[src/rtl/matrix_op_sequencer_pkg.sv]
// rtl/matrix_op_sequencer_pkg.sv - shared opcodes, sizes, FSM encoding and address helpers
// Purpose: common definitions for the matrix command sequencer and its index generator.
// Ports: none (package).
package matrix_op_sequencer_pkg;

    localparam int MAX_N = 5;
    localparam int AW    = 5;

    // Same encoding the element ALU decodes.
    localparam logic [2:0] OP_ADD   = 3'b000;
    localparam logic [2:0] OP_SUB   = 3'b001;
    localparam logic [2:0] OP_MULT  = 3'b010;
    localparam logic [2:0] OP_MULR  = 3'b011;
    localparam logic [2:0] OP_DET   = 3'b100;
    localparam logic [2:0] OP_TRANS = 3'b101;
    localparam logic [2:0] OP_OPP   = 3'b110;
    localparam logic [2:0] OP_CLR   = 3'b111;

    typedef enum logic [2:0] {
        ST_IDLE  = 3'd0,
        ST_READ  = 3'd1,
        ST_EXEC  = 3'd2,
        ST_WRITE = 3'd3,
        ST_DONE  = 3'd4
    } state_t;

    // Row-major storage: address = row*MAX_N + col.
    function automatic logic [AW-1:0] rm_addr(input logic [2:0] row, input logic [2:0] col);
        return AW'(int'(row) * MAX_N + int'(col));
    endfunction

    function automatic logic size_ok(input logic [2:0] sz);
        return (int'(sz) >= 2) && (int'(sz) <= MAX_N);
    endfunction

endpackage

[src/rtl/matrix_op_sequencer_if.sv]
// rtl/matrix_op_sequencer_if.sv - command, operand memory, ALU and result port bundle
// Purpose: groups every non-clock/reset signal of the sequencer.
// Ports: master = sequencer side, slave = front-end/memories/ALU side.
interface matrix_op_sequencer_if;
    import matrix_op_sequencer_pkg::*;

    logic                 start;
    logic [2:0]           op;
    logic [2:0]           size;
    logic signed [7:0]    scalar;
    logic                 busy;
    logic                 done;
    logic                 err;
    logic [AW-1:0]        a_addr;
    logic [AW-1:0]        b_addr;
    logic signed [7:0]    a_data;
    logic signed [7:0]    b_data;
    logic [2:0]           alu_op;
    logic signed [8:0]    alu_r1;
    logic signed [8:0]    alu_r2;
    logic [2:0]           alu_s;
    logic signed [7:0]    alu_out;
    logic                 c_we;
    logic [AW-1:0]        c_addr;
    logic signed [7:0]    c_data;

    modport master (
        input  start, op, size, scalar, a_data, b_data, alu_out,
        output busy, done, err, a_addr, b_addr, alu_op, alu_r1, alu_r2, alu_s,
               c_we, c_addr, c_data
    );

    modport slave (
        output start, op, size, scalar, a_data, b_data, alu_out,
        input  busy, done, err, a_addr, b_addr, alu_op, alu_r1, alu_r2, alu_s,
               c_we, c_addr, c_data
    );

endinterface

[src/rtl/matrix_op_sequencer_index_gen.sv]
// rtl/matrix_op_sequencer_index_gen.sv - i/j/k loop counters and operand/result addresses
// Purpose: holds row (i), column (j) and inner (k) indices, flags loop ends and keeps
//          registered A, B and C addresses that always match the current indices.
// Ports: clk, rst_n; i_size (latched n); i_clear / i_step_k / i_step_elem advance
//        controls; i_mult / i_trans select address forms; o_k_last, o_elem_last end
//        flags; o_a_addr, o_b_addr, o_c_addr registered addresses.
module matrix_index_gen
    import matrix_op_sequencer_pkg::*;
(
    input  logic          clk,
    input  logic          rst_n,
    input  logic [2:0]    i_size,
    input  logic          i_clear,
    input  logic          i_step_k,
    input  logic          i_step_elem,
    input  logic          i_mult,
    input  logic          i_trans,
    output logic          o_k_last,
    output logic          o_elem_last,
    output logic [AW-1:0] o_a_addr,
    output logic [AW-1:0] o_b_addr,
    output logic [AW-1:0] o_c_addr
);

    logic [2:0]    r_i, r_j, r_k;
    logic [2:0]    w_i_nxt, w_j_nxt, w_k_nxt;
    logic [2:0]    w_last;
    logic [AW-1:0] w_a_nxt, w_b_nxt, w_c_nxt;
    logic [AW-1:0] r_a_addr, r_b_addr, r_c_addr;

    assign w_last      = i_size - 3'd1;
    assign o_k_last    = (r_k == w_last);
    assign o_elem_last = (r_i == w_last) && (r_j == w_last);

    always_comb begin
        w_i_nxt = r_i;
        w_j_nxt = r_j;
        w_k_nxt = r_k;
        if (i_clear) begin
            w_i_nxt = 3'd0;
            w_j_nxt = 3'd0;
            w_k_nxt = 3'd0;
        end else if (i_step_elem) begin
            w_k_nxt = 3'd0;
            if (r_j == w_last) begin
                w_j_nxt = 3'd0;
                w_i_nxt = (r_i == w_last) ? 3'd0 : r_i + 3'd1;
            end else begin
                w_j_nxt = r_j + 3'd1;
            end
        end else if (i_step_k) begin
            w_k_nxt = o_k_last ? 3'd0 : r_k + 3'd1;
        end
    end

    // Addresses are computed from the next indices so the registered copies line up
    // with the indices in the same cycle (no one-cycle lag on a_addr/b_addr).
    always_comb begin
        w_c_nxt = rm_addr(w_i_nxt, w_j_nxt);
        w_b_nxt = i_mult ? rm_addr(w_k_nxt, w_j_nxt) : w_c_nxt;
        if (i_mult) begin
            w_a_nxt = rm_addr(w_i_nxt, w_k_nxt);
        end else if (i_trans) begin
            w_a_nxt = rm_addr(w_j_nxt, w_i_nxt);
        end else begin
            w_a_nxt = w_c_nxt;
        end
    end

    always_ff @(posedge clk or negedge rst_n) begin
        if (!rst_n) begin
            r_i      <= 3'd0;
            r_j      <= 3'd0;
            r_k      <= 3'd0;
            r_a_addr <= '0;
            r_b_addr <= '0;
            r_c_addr <= '0;
        end else begin
            r_i      <= w_i_nxt;
            r_j      <= w_j_nxt;
            r_k      <= w_k_nxt;
            r_a_addr <= w_a_nxt;
            r_b_addr <= w_b_nxt;
            r_c_addr <= w_c_nxt;
        end
    end

    assign o_a_addr = r_a_addr;
    assign o_b_addr = r_b_addr;
    assign o_c_addr = r_c_addr;

endmodule

[src/rtl/matrix_op_sequencer.sv]
// rtl/matrix_op_sequencer.sv - matrix command sequencer driving the element ALU
// Purpose: accepts one matrix command, reads A/B elements, feeds the ALU, accumulates
//          products for multiply and writes the result matrix C.
// Ports: clk, rst_n (async active-low); bus (master modport): start/op/size/scalar
//        command, busy/done/err status, a_/b_ read ports, alu_* ALU port, c_* write port.
module matrix_op_sequencer
    import matrix_op_sequencer_pkg::*;
(
    input  logic                    clk,
    input  logic                    rst_n,
    matrix_op_sequencer_if.master   bus
);

    state_t            r_state, w_state_nxt;
    logic [2:0]        r_op;
    logic [2:0]        r_size;
    logic signed [7:0] r_scalar;
    logic signed [7:0] r_acc;
    logic              r_err;
    logic              w_accept;
    logic              w_clear, w_step_k, w_step_elem;
    logic              w_k_last, w_elem_last;
    logic [AW-1:0]     w_a_addr, w_b_addr, w_c_addr;

    assign w_accept = (r_state == ST_IDLE) && bus.start;

    matrix_index_gen u_index_gen (
        .clk         (clk),
        .rst_n       (rst_n),
        .i_size      (r_size),
        .i_clear     (w_clear),
        .i_step_k    (w_step_k),
        .i_step_elem (w_step_elem),
        .i_mult      (r_op == OP_MULT),
        .i_trans     (r_op == OP_TRANS),
        .o_k_last    (w_k_last),
        .o_elem_last (w_elem_last),
        .o_a_addr    (w_a_addr),
        .o_b_addr    (w_b_addr),
        .o_c_addr    (w_c_addr)
    );

    always_ff @(posedge clk or negedge rst_n) begin
        if (!rst_n) begin
            r_state <= ST_IDLE;
        end else begin
            r_state <= w_state_nxt;
        end
    end

    always_comb begin
        w_state_nxt = r_state;
        w_clear     = 1'b0;
        w_step_k    = 1'b0;
        w_step_elem = 1'b0;
        case (r_state)
            ST_IDLE: begin
                if (bus.start) begin
                    w_clear = 1'b1;
                    if (!size_ok(bus.size)) begin
                        w_state_nxt = ST_DONE;
                    end else if (bus.op == OP_DET) begin
                        w_state_nxt = ST_EXEC;
                    end else if (bus.op == OP_CLR) begin
                        w_state_nxt = ST_WRITE;
                    end else begin
                        w_state_nxt = ST_READ;
                    end
                end
            end
            ST_READ: w_state_nxt = ST_EXEC;
            ST_EXEC: begin
                if (r_op == OP_MULT) begin
                    w_step_k    = 1'b1;
                    w_state_nxt = w_k_last ? ST_WRITE : ST_READ;
                end else begin
                    w_state_nxt = ST_WRITE;
                end
            end
            ST_WRITE: begin
                if ((r_op == OP_DET) || w_elem_last) begin
                    w_state_nxt = ST_DONE;
                end else begin
                    w_step_elem = 1'b1;
                    w_state_nxt = (r_op == OP_CLR) ? ST_WRITE : ST_READ;
                end
            end
            ST_DONE: w_state_nxt = ST_IDLE;
            default: w_state_nxt = ST_IDLE;
        endcase
    end

    // r_acc doubles as the result register: element ops overwrite it, multiply sums
    // into it and clears it after each write, clear never touches it so C gets zeros.
    always_ff @(posedge clk or negedge rst_n) begin
        if (!rst_n) begin
            r_op     <= 3'd0;
            r_size   <= 3'd0;
            r_scalar <= 8'sd0;
            r_err    <= 1'b0;
            r_acc    <= 8'sd0;
        end else if (w_accept) begin
            r_op     <= bus.op;
            r_size   <= bus.size;
            r_scalar <= bus.scalar;
            r_err    <= !size_ok(bus.size);
            r_acc    <= 8'sd0;
        end else if (r_state == ST_EXEC) begin
            r_acc <= (r_op == OP_MULT) ? r_acc + bus.alu_out : bus.alu_out;
        end else if ((r_state == ST_WRITE) && (r_op == OP_MULT)) begin
            r_acc <= 8'sd0;
        end
    end

    // Operands reach the ALU combinationally from the read data during EXEC.
    always_comb begin
        bus.alu_r1 = 9'sd0;
        bus.alu_r2 = 9'sd0;
        if (r_state == ST_EXEC) begin
            case (r_op)
                OP_ADD, OP_SUB, OP_MULT: begin
                    bus.alu_r1 = {bus.a_data[7], bus.a_data};
                    bus.alu_r2 = {bus.b_data[7], bus.b_data};
                end
                OP_MULR: begin
                    bus.alu_r1 = {bus.a_data[7], bus.a_data};
                    bus.alu_r2 = {r_scalar[7], r_scalar};
                end
                OP_OPP: begin
                    bus.alu_r1 = {bus.a_data[7], bus.a_data};
                    bus.alu_r2 = -9'sd1;
                end
                OP_TRANS: begin
                    bus.alu_r1 = {bus.a_data[7], bus.a_data};
                    bus.alu_r2 = 9'sd1;
                end
                default: begin
                    bus.alu_r1 = 9'sd0;
                    bus.alu_r2 = 9'sd0;
                end
            endcase
        end
    end

    assign bus.busy   = (r_state == ST_READ) || (r_state == ST_EXEC) || (r_state == ST_WRITE);
    assign bus.done   = (r_state == ST_DONE);
    assign bus.err    = (r_state == ST_DONE) && r_err;
    assign bus.a_addr = w_a_addr;
    assign bus.b_addr = w_b_addr;
    assign bus.alu_op = r_op;
    assign bus.alu_s  = r_size;
    assign bus.c_we   = (r_state == ST_WRITE);
    assign bus.c_addr = w_c_addr;
    assign bus.c_data = r_acc;

endmodule
[src/flat_wrapper.sv]
// flat-port wrapper written by rule: the top's interface ports become plain ports
module matrix_op_sequencer_flat import matrix_op_sequencer_pkg::*;
  (clk, rst_n, bus_start, bus_op, bus_size, bus_scalar, bus_a_data, bus_b_data, bus_alu_out, bus_busy, bus_done, bus_err, bus_a_addr, bus_b_addr, bus_alu_op, bus_alu_r1, bus_alu_r2, bus_alu_s, bus_c_we, bus_c_addr, bus_c_data);
  matrix_op_sequencer_if bus_i ();
  input  logic clk;
  input  logic rst_n;
  input wire logic [$bits(bus_i.start)-1:0] bus_start;
  input wire logic [$bits(bus_i.op)-1:0] bus_op;
  input wire logic [$bits(bus_i.size)-1:0] bus_size;
  input wire logic [$bits(bus_i.scalar)-1:0] bus_scalar;
  input wire logic [$bits(bus_i.a_data)-1:0] bus_a_data;
  input wire logic [$bits(bus_i.b_data)-1:0] bus_b_data;
  input wire logic [$bits(bus_i.alu_out)-1:0] bus_alu_out;
  output wire logic [$bits(bus_i.busy)-1:0] bus_busy;
  output wire logic [$bits(bus_i.done)-1:0] bus_done;
  output wire logic [$bits(bus_i.err)-1:0] bus_err;
  output wire logic [$bits(bus_i.a_addr)-1:0] bus_a_addr;
  output wire logic [$bits(bus_i.b_addr)-1:0] bus_b_addr;
  output wire logic [$bits(bus_i.alu_op)-1:0] bus_alu_op;
  output wire logic [$bits(bus_i.alu_r1)-1:0] bus_alu_r1;
  output wire logic [$bits(bus_i.alu_r2)-1:0] bus_alu_r2;
  output wire logic [$bits(bus_i.alu_s)-1:0] bus_alu_s;
  output wire logic [$bits(bus_i.c_we)-1:0] bus_c_we;
  output wire logic [$bits(bus_i.c_addr)-1:0] bus_c_addr;
  output wire logic [$bits(bus_i.c_data)-1:0] bus_c_data;
  assign bus_i.start = bus_start;
  assign bus_i.op = bus_op;
  assign bus_i.size = bus_size;
  assign bus_i.scalar = bus_scalar;
  assign bus_i.a_data = bus_a_data;
  assign bus_i.b_data = bus_b_data;
  assign bus_i.alu_out = bus_alu_out;
  assign bus_busy = bus_i.busy;
  assign bus_done = bus_i.done;
  assign bus_err = bus_i.err;
  assign bus_a_addr = bus_i.a_addr;
  assign bus_b_addr = bus_i.b_addr;
  assign bus_alu_op = bus_i.alu_op;
  assign bus_alu_r1 = bus_i.alu_r1;
  assign bus_alu_r2 = bus_i.alu_r2;
  assign bus_alu_s = bus_i.alu_s;
  assign bus_c_we = bus_i.c_we;
  assign bus_c_addr = bus_i.c_addr;
  assign bus_c_data = bus_i.c_data;
  matrix_op_sequencer u_core (.clk(clk), .rst_n(rst_n), .bus(bus_i));
endmodule
[config.mk]
export PLATFORM = sky130hd
export DESIGN_NAME = matrix_op_sequencer_flat
export DESIGN_NICKNAME = d
export VERILOG_FILES = /design/src/rtl/matrix_op_sequencer_pkg.sv /design/src/rtl/matrix_op_sequencer_if.sv /design/src/rtl/matrix_op_sequencer_index_gen.sv /design/src/rtl/matrix_op_sequencer.sv /design/src/flat_wrapper.sv
export SDC_FILE = /design/constraint.sdc
export NUM_CORES = 1
export LEC_CHECK = 0
export BUFFER_PORTS_ARGS = -buffer_cell sky130_fd_sc_hd__buf_2
export CORE_MARGIN = 10
export CORE_UTILIZATION = 49
export CTS_CLUSTER_DIAMETER = 100
export DETAILED_ROUTE_END_ITERATION = 8
export PLACE_DENSITY_LB_ADDON = 0.08
export REMOVE_ABC_BUFFERS = 1
export SETUP_SLACK_MARGIN = 0.3
export SLEW_MARGIN = 20
export SYNTH_ARGS = -nofsm -noshare
export SYNTH_HDL_FRONTEND = slang
export SYNTH_SLANG_ARGS = --single-unit
[constraint.sdc]
create_clock -name clk -period 3.6 [get_ports clk]
set_clock_uncertainty 0.1 [all_clocks]
set_input_delay 0.54 -clock clk [delete_from_list [all_inputs] [get_ports clk]]
set_output_delay 0.54 -clock clk [all_outputs]
set_load 0.01 [all_outputs]
==> results.md, run 1 <==
- Max clock buf depth: 2
- Buffers on Ports: between 90 and 100
- First-pass GRT wire length: roughly 17,000 um
- Clock insertion delay at the later pin of the skew report: about 320 ps
- Critical path data required time: roughly 3700 ps
- CP startpoint: u_core.bus.alu_s[1]
- CP cell instances: inv_2, ha_4, or3b_4, a22oi_2, and2_4, o21ai_2, a21oi_2, buf_4, ha_1, ha_4, ha_1, a21o_1, a21oi_2, xnor2_1, xnor2_1, o21ai_1
- Final setup TNS: 0 ps
- Unique cell type count in the Yosys netlist: between 40 and 50
- Via count: between 3,000 and 4,000
- DRC: 0
- R2R Path Start: u_core.bus.alu_s[1]
- Layout area overhead: 31.8%
- # diodes: 0
- Crit-path slowest cell: dfrtp_1
- Pins Over Slew Limit: 0
- Die span in y: roughly 110 um
- Core Area: 0.00725 mm^2
- Worst EP arrival: 3510 ps
- Hold Fails Final Rpt: 0
- Clock sinks: 50
- Hold_ws: about 260 ps
- Setup WS pre-CTS: -103 ps
- Final worst slack: 180 ps
- Post-DP HPWL: between 7000 and 8000 um
- Synth Cell Area: 0.00365 mm^2
- Nets: ~620
- Gp weighted congestion: 0.902
- Fmax: 292 MHz
- Inserted Clock Buffers: 5
- I/O pin cnt: 92
- Initial DRC Count: 83
- Slew Limit Headroom: 36.6%
- H-tree depth: 2
- CP Max Fanout: 3
- Pre-antenna DRT Iters: 4
- Filler cells: 600
- Final setup violation count: 0
- CP Depth: 16
- R2R cell count: 16
- Critical path type: reg2reg
- Pin count of the biggest net entering global routing: between 40 and 50
- Share of post-route cells with drive strength above 1: approximately 37%
- Status: complete, no violations
- Starting Density: between 50% and 60%
- HP Class: in2async
- TritonCTS clock tree: done
- Finished Cell Area: just under 0.005 mm^2
- Post-synth EDFFs: 0
- Initial antenna violation count: 0
- Yosys warns: 0
- Max Cap Viol: 0
- Crit. End Element: flop
- Die width: 106 um
- Static leakage: 0.00247 uW
- VDD IR-drop max: between 300 and 400 uV
- Mean Syn Cell Area: between 8 and 9 um^2
- RSZ-0062 raised after global routing: true
- Dpl cell area: ~0.0044 mm^2
- Die Area: 0.0113 mm^2
- Actual slew at the worst max-slew pin: approximately 950 ps
- Synthesized flop and latch total: 50
- Top delay family on crit path: adder cells
- Clock Tree Root: clkbuf_8
- Async SR Flop Fraction: 100%
- GRT Util Overall: ~17%
- Via density: 5.10
- Max stage delay on crit path: between 300 and 400 ps
- GRT Residual Overflow: 0
- Pwr dens: ~700 mW/mm^2
- Site Rows: 31
- Top FF cell, synth: dfrtp_1
- Sequential share of the synthesized area: 34.3%
- Mapped Cells: 414
- Vias in the first global route: 3,387
- Clk slew on worst S/H paths: 100 ps
- Bufs and invs on worst path: 2
- Total wire length: roughly 9700 um
- Drt wl/cell: ~15 um
- Crit path time final: approximately 3400 ps
- Antenna Nets Post-Route: 0
- CP startpoint kind: flop
- Part of the cycle the worst path needs: around 95%
-- metrics by stage --
stage          cells  power, uW  util (%)
6_report         641       3340      66.3
5_1_grt          641       3650      66.3
4_1_cts          635       3290      65.1
3_5_place_dp     623       2720      61.2
3_3_place_gp     623       2680      61.2
2_1_floorplan    393       1990         -
-- sequential cells by signal, summed over array words and instances, names as in the netlist --
register	flops
u_core.r_err	1
u_core.bus.alu_op	3
u_core.u_index_gen.o_a_addr	5
u_core.r_state	3
u_core.u_index_gen.r_i	3
u_core.u_index_gen.r_j	3
u_core.u_index_gen.o_c_addr	5
u_core.r_scalar	8
u_core.u_index_gen.r_k	3
u_core.bus.alu_s	3
u_core.u_index_gen.o_b_addr	5
u_core.bus.c_data	8
-- area by class of cell --
| class | instances | area [um^2] | area share [%] |
|---|---|---|---|
| multi-input cells | 318 | 2390 | 49.7 |
| flip-flops and latches | 50 | 1250 | 26.0 |
| repair buffers | 141 | 835 | 17.4 |
| well taps | 99 | 124 | 2.58 |
| inverters | 25 | 96.3 | 2.00 |
| clock buffers | 5 | 68.8 | 1.43 |
| clock inverters | 3 | 45.0 | 0.937 |
-- cell usage in the layout (no fill, tap or decap), types with 5 or more instances in the layout --
master	instances
a21o_1	7
a21oi_1	23
and2_1	9
buf_2	91
buf_4	49
clkbuf_8	5
dfrtp_1	50
ha_1	24
ha_4	6
inv_1	20
nand2_1	58
nand3b_1	5
nor2_1	24
nor2b_1	6
nor3_1	5
nor3b_1	6
o21ai_0	31
o311ai_0	7
xnor2_1	16
xor2_1	14
-- path summary, 6_finish.rpt --
path | endpoint | slack [ps]
setup / recovery | u_core.u_index_gen.o_b_addr[4] | 180
hold / removal | u_core.bus.c_data[4] | 260
setup reg to reg | u_core.u_index_gen.o_b_addr[4] | 180
hold reg to reg | u_core.r_scalar[0] | 390
max in group asynchronous | u_core.u_index_gen.r_j[2] | 2430
min in group clk | u_core.r_scalar[0] | 310
-- metal layers --
metal | GRT usage (%) | wire length, um | part of all wire [%]
met5 | 0 | 0 | 0
met4 | 4.26 | 100 | 1.0
met3 | 4.35 | 523 | 5.4
met2 | 30.5 | 4910 | 51
met1 | 21.1 | 4120 | 43
-- where the power goes --
part | internal (uW) | switching, uW | leakage [uW]
Clock | 207 | 204 | 0.0000504
Combinational | 962 | 1080 | 0.00176
Sequential | 742 | 151 | 0.000657
-- synthesized netlist by cell type, types with 7 or more instances --
| master | n | area [um^2] |
|---|---|---|
| xnor2_1 | 19 | 166 |
| ha_1 | 31 | 388 |
| a21oi_1 | 27 | 135 |
| clkbuf_1 | 13 | 48.8 |
| and2_1 | 10 | 62.6 |
| o311ai_0 | 7 | 61.3 |
| nor2_1 | 28 | 105 |
| a21o_1 | 7 | 52.6 |
| o21ai_0 | 34 | 170 |
| inv_1 | 25 | 93.8 |
| xor2_1 | 14 | 123 |
| nor2b_1 | 7 | 43.8 |
| dfrtp_1 | 50 | 1250 |
| nand2_1 | 58 | 218 |
-- timing repair --
item,4_1_cts,5_1_grt
resized for setup,31,12
hold buffers,0,0
gates cloned,0,0
endpoints found under the setup margin,8,8
pin swaps,24,16
setup buffers,4,6
-- logic make-up after synthesis --
group	synth area share, %
multiplexers	2.02
flip-flops	34.3
AO/OA/AOI/OAI	15.6
AND/OR/NAND/NOR	20.3
buffers and inverters	5.15
adder cells (fa/ha/maj)	13.4
XOR/XNOR	9.23
-- worst register-to-register path: stages (launching register included) --
cell and delay, ps:
dfrtp_1 370, inv_2 50, ha_4 270, or3b_4 370, a22oi_2 150, and2_4 200, o21ai_2 90, a21oi_2 160
buf_4 140, ha_1 240, ha_4 220, ha_1 290, a21o_1 170, a21oi_2 130, xnor2_1 150, xnor2_1 140
o21ai_1 70
Power figures use the tool's default switching activity.
==> inputs of run 2 (changes only) <==
Settings changed: GPL_TIMING_DRIVEN from default to 0.
Clock period 3.6 ns to 2.94 ns, I/O delays scaled along.
==> results.md, run 2 (synthesis results as in run 1) <==
- Site Rows: 31 (unchanged)
- H-tree depth: 2 (unchanged)
- Most frequent cells in the layout: buf_2 (90), nand2_1 (56), dfrtp_1 (42)
- Hold Fails Final Rpt: 0 (unchanged)
- Dpl cell area: 0.00416 mm^2 (-6.3%)
- Buffers on Ports: 91 (unchanged)
- I/O pin cnt: 92 (unchanged)
- Power Total: 4150 uW (+24%)
- Final setup TNS: -3350 ps (-3350 ps)
- Crit. End Element: flop
- Max clock buf depth: 2 (unchanged)
- GRT Residual Overflow: 0 (unchanged)
- Worst EP arrival: 3560 ps (+50 ps)
- GRT Util Overall: 16.8% (-0.72 points)
- Initial antenna violation count: 0 (unchanged)
- HP Class: in2async
- # diodes: 0 (unchanged)
- Via count: 3,237 (-0.92%)
- Nets: 590 (-4.5%)
- Pwr dens: 854 mW/mm^2 (+23%)
- Die width: 106 um (unchanged)
- Starting Density: 50.3% (unchanged)
- Static leakage: 0.00237 uW (-3.9%)
- Part of the cycle the worst path needs: 118% (+23 points)
- Failing checks: negative setup slack
- Slew Limit Headroom: 42.0% (+5.4 points)
- Crit path time final: 3460 ps (+42.3 ps)
- Via density: 5.28 (+3.6%)
- Clock insertion delay at the later pin of the skew report: 310 ps (about the same)
- Share of post-route cells with drive strength above 1: 39.1% (+2.2 points)
- Drt wl/cell: 16.1 um (+6.6%)
- Initial DRC Count: 87 (+4.8%)
- Antenna Nets Post-Route: 0 (unchanged)
- Actual slew at the worst max-slew pin: 866 ps (-84.5 ps)
- Clock Tree Root: clkbuf_8
- Total wire length: 9850 um (+2.0%)
- Clock sinks: 50 (unchanged)
- Pre-antenna DRT Iters: 4 (unchanged)
- CP startpoint kind: flop
- Final worst slack: -522 ps (-702 ps)
- First-pass GRT wire length: 15,900 um (-3.9%)
- Die span in y: 106 um (unchanged)
- VDD IR-drop max: 411 uV (+14%)
- CTS Hold Buffers Added: 0 (unchanged)
- Post-layout util: 66.9% (+0.64 points)
- Gp weighted congestion: 0.884 (-2.0%)
- Pin count of the biggest net entering global routing: 51 (+21%)
- CP Max Fanout: 4 (+1)
- Status: complete, but fails checks
- Max Cap Viol: 0 (unchanged)
- Critical path data required time: 3030 ps (-660 ps)
- TritonCTS clock tree: done
- Core Area: 0.00725 mm^2 (unchanged)
- RSZ-0062 raised after global routing: true
- Post-DP HPWL: 6830 um (-8.1%)
- Fmax: 289 MHz (-1.2%)
- Die Area: 0.0113 mm^2 (unchanged)
- Inserted Clock Buffers: 5 (unchanged)
- Filler cells: 586 (-2.3%)
- Final setup violation count: 11 (+11)
- Layout area overhead: 33.1%
- Pins Over Slew Limit: 0 (unchanged)
- Vias in the first global route: 3,182 (-6.1%)
- Finished Cell Area: 0.00485 mm^2 (+0.96%)
- Clk slew on worst S/H paths: 100 ps (about the same)
- DRC: 0 (unchanged)
- Commonest non-fill, non-tap cell in the layout: buf_2
- Critical path type: reg2reg
## run 2: cell types whose count changed in the layout (fill, tap and decap cells not counted), moves of 3 or more
cell,delta
buf_4,-34
dfrtp_1,-8
buf_6,+6
dfrtp_2,+5
ha_1,-5
ha_4,+4
xnor2_1,-4
dfrtp_4,+3
xnor2_2,+3
## run 2: metrics by stage
step | hold slack (ps) | instances | setup slack [ps]
2_1_floorplan | 45.4 | 393 | -1190
3_5_place_dp | 365 | 584 | -1600
5_1_grt | 92.6 | 613 | -661
3_3_place_gp | 357 | 583 | -2010
4_1_cts | 65.7 | 606 | -577
6_report | 46.3 | 613 | -522
## run 2: power breakdown
part           total [uW]  leakage, uW  internal, uW  switching [uW]
Combinational        2320      0.00165          1060            1260
Clock                 598    0.0000714           363             235
Sequential           1230     0.000647           927             303
## run 2: timing repair
| action | in CTS | in global routing |
|---|---|---|
| resized for setup | 63 | 31 |
| endpoints found under the setup margin | 30 | 23 |
| gates cloned | 0 | 0 |
| setup buffers | 14 | 7 |
| pin swaps | 26 | 16 |
## run 2: layout make-up
type | count | area [um^2] | area share [%]
Inverter | 25 | 98.8 | 2.04
Multi-Input combinational cell | 318 | 2560 | 52.7
Sequential cell | 50 | 1270 | 26.1
Clock buffer | 6 | 82.6 | 1.70
Timing Repair Buffer | 113 | 662 | 13.6
Clock inverter | 2 | 60.1 | 1.24
Tap cell | 99 | 124 | 2.55
## run 2: routing by layer
metal	track usage (%)	wire (um)	vias up
met5	0	0	-
met4	3.87	96	0
met3	3.86	466	10
met2	29.8	5060	66
met1	20.1	4220	1546
li1	-	-	1615
## run 2: final timing paths
kind,startpoint,slack [ps],cells past startpoint,end
max in group asynchronous,rst_n,2200,1,u_core.bus.alu_op[2]
min,rst_n,50,1,u_core.bus.c_data[3]
max,u_core.bus.alu_s[0],-520,18,u_core.u_index_gen.o_a_addr[3]
min reg2reg,u_core.r_err,390,2,u_core.r_err
max reg2reg,u_core.bus.alu_s[0],-520,18,u_core.u_index_gen.o_a_addr[3]
min in group clk,bus_scalar[0],230,3,u_core.r_scalar[0]
## run 2: worst max-delay path: stages (launching register included)
cell	delay, ps
dfrtp_2	380
inv_2	50
ha_4	280
or3b_4	370
a22oi_2	150
and2_4	200
nor2_4	50
buf_6	130
mux2i_2	160
or2_4	170
inv_6	50
ha_4	270
ha_4	130
inv_2	40
fa_2	340
xor2_1	150
nor2_1	70
a211oi_2	200
a21oi_1	60
